<file path="config.mk">
export PLATFORM = sky130hd
export DESIGN_NAME = slice_height_sequencer
export DESIGN_NICKNAME = d
export VERILOG_FILES = /design/src/rtl/slice_height_sequencer.sv
export SDC_FILE = /design/constraint.sdc
export NUM_CORES = 1
export LEC_CHECK = 0
export CORE_UTILIZATION = 45
export CTS_CLUSTER_DIAMETER = 120
export DETAILED_ROUTE_END_ITERATION = 8
export DONT_BUFFER_PORTS = 1
export HOLD_SLACK_MARGIN = 0.05
export PLACE_DENSITY = 0.7
export SLEW_MARGIN = 20
export SYNTH_ARGS = -nofsm -noshare
export SYNTH_HDL_FRONTEND = slang
export SYNTH_SLANG_ARGS = --single-unit
</file>
<file path="constraint.sdc">
create_clock -name clock -period 6.2 [get_ports clock]
set_input_delay 0.93 -clock clock [delete_from_list [all_inputs] [get_ports clock]]
set_output_delay 0.93 -clock clock [all_outputs]
set_load 0.01 [all_outputs]
</file>
<file path="src/rtl/slice_height_sequencer.sv">
// -----------------------------------------------------------------------------
// slice_height_sequencer
//
// Frame-level slice-height sequencer. On start it walks every screen column
// 0..NUM_COLS-1. For each column it fetches wall-intersection distances from
// the raycast engines (req/ack), picks the nearer hit, applies fisheye
// correction (d * cos_beta), divides PROJ_CONST by the corrected distance with
// a one-bit-per-cycle restoring divider, clamps the result and hands one slice
// per column to the renderer over a valid/ready stream.
//
// Ports
//   clock, reset      : rising-edge clock, asynchronous active-high reset
//   start             : begin a frame (only honoured while idle)
//   abort             : synchronous return to idle from any active state
//   busy              : high in every state except idle
//   frame_done        : one-cycle pulse after the last column is accepted
//   ray_req/ray_col   : intersection request for a column
//   ray_ack           : engine result valid; ray_hit_*, dist_*, cos_beta are
//                       captured on the cycle ray_ack=1 while ray_req=1
//   slice_valid/ready : slice stream handshake to the column renderer
//   slice_col         : column of the emitted slice
//   slice_height      : clamped projected wall height
// -----------------------------------------------------------------------------
module slice_height_sequencer #(
  parameter int NUM_COLS   = 160,
  parameter int COL_W      = 8,
  parameter int DIST_W     = 13,
  parameter int FRAC_W     = 9,
  parameter int HEIGHT_W   = 7,
  parameter int PROJ_CONST = 8896,
  parameter int MAX_HEIGHT = 120
) (
  input  logic                clock,
  input  logic                reset,
  input  logic                start,
  input  logic                abort,
  output logic                busy,
  output logic                frame_done,
  output logic                ray_req,
  output logic [COL_W-1:0]    ray_col,
  input  logic                ray_ack,
  input  logic                ray_hit_h,
  input  logic                ray_hit_v,
  input  logic [DIST_W-1:0]   dist_h,
  input  logic [DIST_W-1:0]   dist_v,
  input  logic [FRAC_W:0]     cos_beta,
  output logic                slice_valid,
  input  logic                slice_ready,
  output logic [COL_W-1:0]    slice_col,
  output logic [HEIGHT_W-1:0] slice_height
);

  // Quotient width: enough bits to hold PROJ_CONST itself (divisor of 1).
  localparam int PW    = $clog2(PROJ_CONST + 1);
  // Corrected distance can reach ~2*d since cos_beta is Q1.FRAC_W.
  localparam int CW    = DIST_W + 1;
  localparam int PRODW = DIST_W + FRAC_W + 1;
  localparam int CNTW  = (PW > 1) ? $clog2(PW) : 1;

  typedef enum logic [2:0] {
    S_IDLE,
    S_REQ,
    S_SELECT,
    S_CORRECT,
    S_DIVIDE,
    S_OUTPUT,
    S_DONE
  } state_t;

  state_t              state_q, state_d;
  logic [COL_W-1:0]    col_q, col_d;
  logic                hit_h_q, hit_h_d;
  logic                hit_v_q, hit_v_d;
  logic [DIST_W-1:0]   dist_h_q, dist_h_d;
  logic [DIST_W-1:0]   dist_v_q, dist_v_d;
  logic [DIST_W-1:0]   dsel_q, dsel_d;
  logic [FRAC_W:0]     cos_q, cos_d;
  logic [CW-1:0]       corr_q, corr_d;
  logic [CW-1:0]       rem_q, rem_d;
  logic [PW-1:0]       quo_q, quo_d;
  logic [CNTW-1:0]     cnt_q, cnt_d;
  logic [HEIGHT_W-1:0] height_q, height_d;

  logic [PRODW-1:0]    prod;
  logic [CW:0]         trial;
  logic                qbit;

  // Truncating fisheye correction; a zero result becomes 1 so the divider
  // never sees a zero divisor.
  function automatic logic [CW-1:0] fisheye_corr(input logic [PRODW-1:0] p);
    logic [CW-1:0] c;
    c = CW'(p >> FRAC_W);
    if (c == '0) c = CW'(1);
    return c;
  endfunction

  // Saturate the quotient to the tallest drawable slice.
  function automatic logic [HEIGHT_W-1:0] sat_height(input logic [PW-1:0] q);
    if (32'(q) > 32'(MAX_HEIGHT)) return HEIGHT_W'(MAX_HEIGHT);
    return HEIGHT_W'(q);
  endfunction

  always_ff @(posedge clock or posedge reset) begin
    if (reset) begin
      state_q  <= S_IDLE;
      col_q    <= '0;
      hit_h_q  <= 1'b0;
      hit_v_q  <= 1'b0;
      dist_h_q <= '0;
      dist_v_q <= '0;
      dsel_q   <= '0;
      cos_q    <= '0;
      corr_q   <= '0;
      rem_q    <= '0;
      quo_q    <= '0;
      cnt_q    <= '0;
      height_q <= '0;
    end else begin
      state_q  <= state_d;
      col_q    <= col_d;
      hit_h_q  <= hit_h_d;
      hit_v_q  <= hit_v_d;
      dist_h_q <= dist_h_d;
      dist_v_q <= dist_v_d;
      dsel_q   <= dsel_d;
      cos_q    <= cos_d;
      corr_q   <= corr_d;
      rem_q    <= rem_d;
      quo_q    <= quo_d;
      cnt_q    <= cnt_d;
      height_q <= height_d;
    end
  end

  always_comb begin
    state_d  = state_q;
    col_d    = col_q;
    hit_h_d  = hit_h_q;
    hit_v_d  = hit_v_q;
    dist_h_d = dist_h_q;
    dist_v_d = dist_v_q;
    dsel_d   = dsel_q;
    cos_d    = cos_q;
    corr_d   = corr_q;
    rem_d    = rem_q;
    quo_d    = quo_q;
    cnt_d    = cnt_q;
    height_d = height_q;

    busy        = (state_q != S_IDLE);
    ray_req     = (state_q == S_REQ);
    slice_valid = (state_q == S_OUTPUT);
    frame_done  = (state_q == S_DONE);

    prod  = PRODW'(dsel_q) * PRODW'(cos_q);
    // Restoring step: shift the next dividend bit into the partial remainder.
    trial = {rem_q, quo_q[PW-1]};
    qbit  = (trial >= {1'b0, corr_q});

    case (state_q)
      S_IDLE: begin
        if (start) begin
          state_d = S_REQ;
          col_d   = '0;
        end
      end
      S_REQ: begin
        if (ray_ack) begin
          hit_h_d  = ray_hit_h;
          hit_v_d  = ray_hit_v;
          dist_h_d = dist_h;
          dist_v_d = dist_v;
          cos_d    = cos_beta;
          state_d  = S_SELECT;
        end
      end
      S_SELECT: begin
        if (!hit_h_q && !hit_v_q) begin
          height_d = '0;
          state_d  = S_OUTPUT;
        end else begin
          // On equal distances the horizontal hit wins.
          if (hit_h_q && hit_v_q)
            dsel_d = (dist_v_q < dist_h_q) ? dist_v_q : dist_h_q;
          else if (hit_h_q)
            dsel_d = dist_h_q;
          else
            dsel_d = dist_v_q;
          state_d = S_CORRECT;
        end
      end
      S_CORRECT: begin
        corr_d  = fisheye_corr(prod);
        rem_d   = '0;
        quo_d   = PW'(PROJ_CONST);
        cnt_d   = '0;
        state_d = S_DIVIDE;
      end
      S_DIVIDE: begin
        // quo_q shifts dividend bits out the top and quotient bits in the bottom.
        rem_d = qbit ? CW'(trial - {1'b0, corr_q}) : CW'(trial);
        quo_d = {quo_q[PW-2:0], qbit};
        cnt_d = cnt_q + CNTW'(1);
        if (cnt_q == CNTW'(PW - 1)) begin
          height_d = sat_height({quo_q[PW-2:0], qbit});
          state_d  = S_OUTPUT;
        end
      end
      S_OUTPUT: begin
        if (slice_ready) begin
          if (col_q == COL_W'(NUM_COLS - 1)) begin
            state_d = S_DONE;
          end else begin
            col_d   = col_q + COL_W'(1);
            state_d = S_REQ;
          end
        end
      end
      S_DONE: begin
        state_d = S_IDLE;
      end
      default: begin
        state_d = S_IDLE;
      end
    endcase

    // Abort overrides every transition, including a coincident ack or handshake.
    if (abort && (state_q != S_IDLE)) state_d = S_IDLE;
  end

  assign ray_col      = col_q;
  assign slice_col    = col_q;
  assign slice_height = height_q;

endmodule

</file>
==> metrics.txt, run 1 <==
Final Hold Fails 0; CP max FO 14; Overflow after GRT 0; first-pass GRT wire length 36.0 mm; most frequent cells in the layout nand2_1 (146), inv_1 (119), dfrtp_1 (103); Synth async-reset ratio 100%; die height 152 µm; Die X-Extent 152 µm; Row Count 54; HPWL after DPL 16.0 mm; top_reg_cell synth dfrtp_1; Critical Path AT 6.30 ns; post-route insts no fill 1337; Initial Utilization 46.0%; sequential cell area fraction in the yosys report 28.6%; synthesis warning total 0; CP delay by family, top adder cells; Critical Path End Type register; Mapped Cells 1080; antenna violations before repair 0; final setup fails 0; RePlAce Congestion 0.861; RSZ-0062 raised after global routing no; fin crit share 95.8%; Core Box Area 0.0219 mm²; crit path cell chain nand2_1 -> fa_1 -> inv_1 -> fa_1 -> inv_1 -> fa_1 -> inv_1 -> fa_1 -> fa_1 -> ha_1 -> and3_1 -> a31o_2 -> o21ai_0 -> a211oi_1 -> or4_1 -> a2111oi_1 -> o2111ai_1 -> o21ai_1; largest net degree at the start of global routing 65; CTS resizes 0; type of the worst setup path reg -> reg; Port Buffers 0; total wire length 21.2 mm; Clk Latency, worst-skew pair 0.44 ns; Worst-path clk slew 0.07 ns; Detailed Route Iter0 Violations 409; Max H-tree Level 4; layout cells sized above 1 8.80%; final max-slew violation count 0; Setup WS post-layout 0.259 ns; ANT nets after route 0; Routed wire per std cell 15.9 µm; P&R area growth vs syn 7.69%; Post-Route Setup TNS 0 ns; drc violations 0; clk buf depth 2; CTS tree yes; Hold Crit Class in -> async; CP max stage cell fa_1; Synth Net Count 1295; Worst path most repeated cell fa_1; Buf/Inv on CP 3; Ports 71; Final min period 5.94 ns; vias in the first global route 7142; Setup crit start kind register; vias post-DR 7359; Via density 5.50; commonest non-fill, non-tap cell in the layout nand2_1; mapped cell area 0.0101 mm²; clk_skew 0.0110 ns; relative slew slack 28.7%; worst slew pin tran 1.06 ns; Highest Clock Rate 168 MHz; Setup Fix Bufs, Post-CTS 0; Syn Area/Cell 9.32 µm²; DR pass1 iterations 5; Yosys reg bits 115; EDFF count, synth 0; fillers 2013; hold slack 0.451 ns; # diodes 0; die area 0.0230 mm²; Post-Place Worst Slack 0.142 ns; clk root buf clkbuf_16; GRT Util Overall 20.0%; Max Cap Violations 0; Layout Nets 1259; CP required 6.56 ns; total CTS buffers 17; post-synth cell types 64; dpl cells 1305; hold buffers post-CTS 0; CP max stage delay 0.55 ns; run status completed; TritonCTS Sinks 115
[stage by stage]
step	utilization, %	cell area, µm²
2_1_floorplan	-	10100
3_3_place_gp	46.7	10200
3_5_place_dp	46.7	10200
4_1_cts	49.5	10800
5_1_grt	49.5	10800
6_report	49.5	10800
[cells in the mapped netlist, types with 8 or more instances]
| library cell | n | area, µm² |
|---|---|---|
| a21o_1 | 8 | 60.1 |
| a21oi_1 | 25 | 125 |
| a22o_1 | 13 | 114 |
| a31oi_1 | 15 | 93.8 |
| and2_1 | 71 | 444 |
| buf_4 | 8 | 60.1 |
| clkbuf_1 | 47 | 176 |
| dfrtp_1 | 115 | 2880 |
| fa_1 | 86 | 1720 |
| ha_1 | 85 | 1060 |
| inv_1 | 120 | 450 |
| mux2_2 | 27 | 304 |
| nand2_1 | 146 | 548 |
| nand4_1 | 10 | 62.6 |
| nor2_1 | 43 | 161 |
| nor2b_1 | 12 | 75.1 |
| nor3_1 | 18 | 90.1 |
| o211ai_1 | 16 | 120 |
| o21ai_0 | 57 | 285 |
| or3b_1 | 13 | 114 |
| xnor2_1 | 11 | 96.3 |
| xor2_1 | 14 | 123 |
[layout make-up]
type	count	area [µm²]	share of cell area [%]
clock inverters	15	184	1.70
repair buffers	10	75.1	0.692
clock buffers	17	425	3.92
flip-flops and latches	115	2890	26.7
well taps	280	350	3.23
inverters	120	453	4.18
multi-input cells	780	6460	59.6
[kinds of logic (layout without fill, tap and decap cells)]
group,after synthesis,after routing,synth area share (%)
simple gates,361,361,18.0
compound gates,192,192,12.8
mux,30,30,3.32
flops,115,115,28.6
xor+xnor,25,25,2.17
fa+ha+maj,172,172,27.8
buf+inv,185,162,7.31
[path summary, 6_finish.rpt]
check                      startpoint  slack, ns  depth (start not counted)          to
min                             reset       0.45                          1  dsel_q[10]
min reg2reg                 corr_q[9]       0.48                          2   corr_q[9]
max in group asynchronous       reset       4.48                          2  ray_col[4]
max                          cos_q[3]       0.26                         18   corr_q[0]
max reg2reg                  cos_q[3]       0.26                         18   corr_q[0]
min in group clock          corr_q[9]       0.48                          2   corr_q[9]
[sequential cells by signal (all words and copies together) (netlist names)]
register / flops
dist_v_q: 13
ray_col: 8
corr_q: 14
hit_h_q: 1
quo_q: 14
cos_q: 10
state_q: 3
cnt_q: 4
hit_v_q: 1
slice_height: 7
dist_h_q: 13
rem_q: 14
dsel_q: 13
[layer usage]
metal  up-vias  global-route usage, %  wire length (µm)
met5         -                      0                 0
met4         0                   5.69               273
met1      3622                   29.0              9950
met3        20                   2.93              1010
li1       3556                      -                 -
met2       161                   30.9              9960
[worst register-to-register path, cell delays in order (launching register included)]
cell and delay, ns:
dfrtp_2 0.52, nand2_1 0.13, fa_1 0.55, inv_1 0.05
fa_1 0.49, inv_1 0.05, fa_1 0.48, inv_1 0.06
fa_1 0.51, fa_1 0.50, ha_1 0.33, and3_1 0.20
a31o_2 0.26, o21ai_0 0.29, a211oi_1 0.22, or4_1 0.55
a2111oi_1 0.38, o2111ai_1 0.16, o21ai_1 0.14
Power of run 1 is not shown: default switching activity piles up to over one toggle a cycle in this logic, so the estimate is an artifact.
==> run 2, diff against run 1 <==
- ABC_CLOCK_PERIOD_IN_PS: not set -> 5280
- PLACE_DENSITY: 0.7 -> 0.72
- clock period: 6.2 -> 5.28 ns (I/O delays scaled with it)
==> run 2 against run 1 <==
Against the previous run: clock skew grew 0.0012 ns; via count grew 7.2%; highest routed layer unchanged; design area grew 10%; critical path type unchanged; first-iteration DRC count shrank 17%; sequential share of layout area shrank 2.4 points; sequential cell count is the same; final cell count grew 6.7%; wire length grew 5.9%; the flow now finishes with violations (setup timing); die area is the same; utilization grew 5.0 points.
==> metrics.txt, run 2 (synthesized netlist as in run 1, its figures left out) <==
Highest Clock Rate 189 MHz (was 168 MHz); Final Cell Area 0.0119 mm² (was 0.0108 mm²); Post-Route Setup TNS -0.000154 ns (was 0 ns); DR pass1 iterations 5 (unchanged); TritonCTS Sinks 115 (unchanged); first-pass GRT wire length 37.5 mm (was 36.0 mm); antenna violations before repair 0 (unchanged); CP max stage delay 0.56 ns (was 0.55 ns); fillers 1884 (was 2013); Worst path most repeated cell fa_1 (unchanged); run status complete, but fails checks (was completed); Port Buffers 0 (unchanged); commonest non-fill, non-tap cell in the layout nand2_1 (unchanged); Ports 71 (unchanged); Setup WS post-layout -0.000154 ns (was 0.259 ns); die height 152 µm (unchanged); final max-slew violation count 0 (unchanged); RePlAce Congestion 0.839 (was 0.861); Max H-tree Level 4 (unchanged); fin crit share 100% (was 95.8%); total CTS buffers 17 (unchanged); r2r startpoint dsel_q[8] (was cos_q[3]); largest net degree at the start of global routing 62 (was 65); Max Cap Violations 0 (unchanged); Critical Path AT 5.63 ns (was 6.30 ns); Routed wire per std cell 15.7 µm (was 15.9 µm); die area 0.0230 mm² (unchanged); type of the worst setup path reg -> reg (unchanged); Setup crit start kind register (unchanged); most frequent cells in the layout nand2_1 (141), inv_1 (116), dfrtp_1 (100) (was nand2_1 (146), inv_1 (119), dfrtp_1 (103)); relative slew slack 30.0% (was 28.7%); Top Registers corr_q (14), quo_q (14), rem_q (14) (unchanged); clk_skew 0.0122 ns (was 0.0110 ns); hold slack 0.347 ns (was 0.451 ns); CP required 5.63 ns (was 6.56 ns); placed cell areas 0.0107 mm² (was 0.0102 mm²); RR Endpoint corr_q[0] (unchanged); Critical Path End Type register (unchanged); Clk Latency, worst-skew pair 0.42 ns (was 0.44 ns); r2r setup slk -0.0002 ns (was 0.26 ns); Core Box Area 0.0219 mm² (unchanged); Detailed Route Iter0 Violations 339 (was 409); Layout Nets 1348 (was 1259); Worst-path clk slew 0.06 ns (was 0.07 ns); worst slew pin tran 1.05 ns (was 1.06 ns); ANT nets after route 0 (unchanged); Overflow after GRT 0 (unchanged); Worst R2R Path Depth 17 (was 18); Die X-Extent 152 µm (unchanged); failing checks setup timing; Final min period 5.28 ns (was 5.94 ns); Row Count 54 (unchanged); vias in the first global route 7836 (was 7142); Final Hold Fails 0 (unchanged); post-layout util 54.5% (was 49.5%); Hold Crit Class in -> async (unchanged); # diodes 0 (unchanged); Via density 5.53 (was 5.50); CP max stage cell fa_1 (unchanged); clk root buf clkbuf_16 (unchanged); HPWL after DPL 16.0 mm (about the same); RSZ-0062 raised after global routing yes (was no); crit path cell chain buf_4 -> buf_4 -> nand2_1 -> fa_1 -> inv_1 -> fa_1 -> fa_1 -> fa_1 -> fa_1 -> ha_1 -> buf_4 -> or4_4 -> mux2i_2 -> o221ai_2 -> a2111oi_4 -> o2111ai_1 -> o21ai_1 (was nand2_1 -> fa_1 -> inv_1 -> fa_1 -> inv_1 -> fa_1 -> inv_1 -> fa_1 -> fa_1 -> ha_1 -> and3_1 -> a31o_2 -> o21ai_0 -> a211oi_1 -> or4_1 -> a2111oi_1 -> o2111ai_1 -> o21ai_1); layout cells sized above 1 21.3% (was 8.80%); CP max FO 3 (was 14); total wire length 22.4 mm (was 21.2 mm); drc violations 0 (unchanged); Initial Utilization 46.0% (unchanged); P&R area growth vs syn 18.6% (was 7.69%); GRT Util Overall 20.6% (was 20.0%); clk buf depth 2 (unchanged); vias post-DR 7887 (was 7359); CTS tree yes (unchanged); final setup fails 1 (was 0)
run 2: routing by layer:
layer | vias up | share of wire, % | track usage [%]
li1 | 3735 | - | -
met1 | 3987 | 45 | 27.9
met2 | 138 | 50 | 33.7
met3 | 27 | 3.1 | 3.41
met4 | 0 | 1.6 | 6.68
met5 | - | 0 | 0
run 2: cell type report:
| type | instances | area [µm²] | share of cell area, % |
|---|---|---|---|
| Clock inverter | 14 | 154 | 1.29 |
| Tap cell | 280 | 350 | 2.93 |
| Inverter | 120 | 453 | 3.79 |
| Timing Repair Buffer | 99 | 816 | 6.83 |
| Multi-Input combinational cell | 780 | 6840 | 57.3 |
| Sequential cell | 115 | 2900 | 24.3 |
| Clock buffer | 18 | 429 | 3.59 |
run 2: worst max path at each step:
stage / start / endpoint / slack (ns) / cells past startpoint
floorplan: dsel_q[2] / corr_q[0] / 0.006 / 18
global placement: cos_q[3] / corr_q[0] / -0.14 / 18
detailed placement: dsel_q[2] / corr_q[0] / -0.29 / 19
CTS: dsel_q[7] / corr_q[0] / 0.003 / 19
global route: dsel_q[1] / corr_q[0] / -0.19 / 17
finish: dsel_q[8] / corr_q[0] / -0.0002 / 17
run 2: timing repair:
action | 4_1_cts | 5_1_grt
pin swaps | 52 | 40
resized for setup | 66 | 33
buffers inserted | 18 | 11
hold buffers | 0 | 0
setup endpoints to repair | 4 | 7
endpoints found under the hold margin | 0 | 0
run 2: critical path: cells and delay by family (launching register included):
| kind | cells | cell delay [ns] |
|---|---|---|
| DFF | 1 | 0.36 |
| and+or+nand+nor | 2 | 0.58 |
| buffers and inverters | 4 | 0.47 |
| adders and majority gates | 6 | 2.85 |
| muxes | 1 | 0.19 |
| AOI/OAI and AO/OA | 4 | 0.77 |
run 2: metrics by stage:
step / setup WS, ns / instances
after floorplan: 0.00555 / 1080
after global placement: -0.140 / 1365
after detailed placement: -0.292 / 1365
after CTS: 0.00307 / 1415
after global routing: -0.186 / 1426
final: -0.000154 / 1426
Power of run 2 is left out for the same reason.
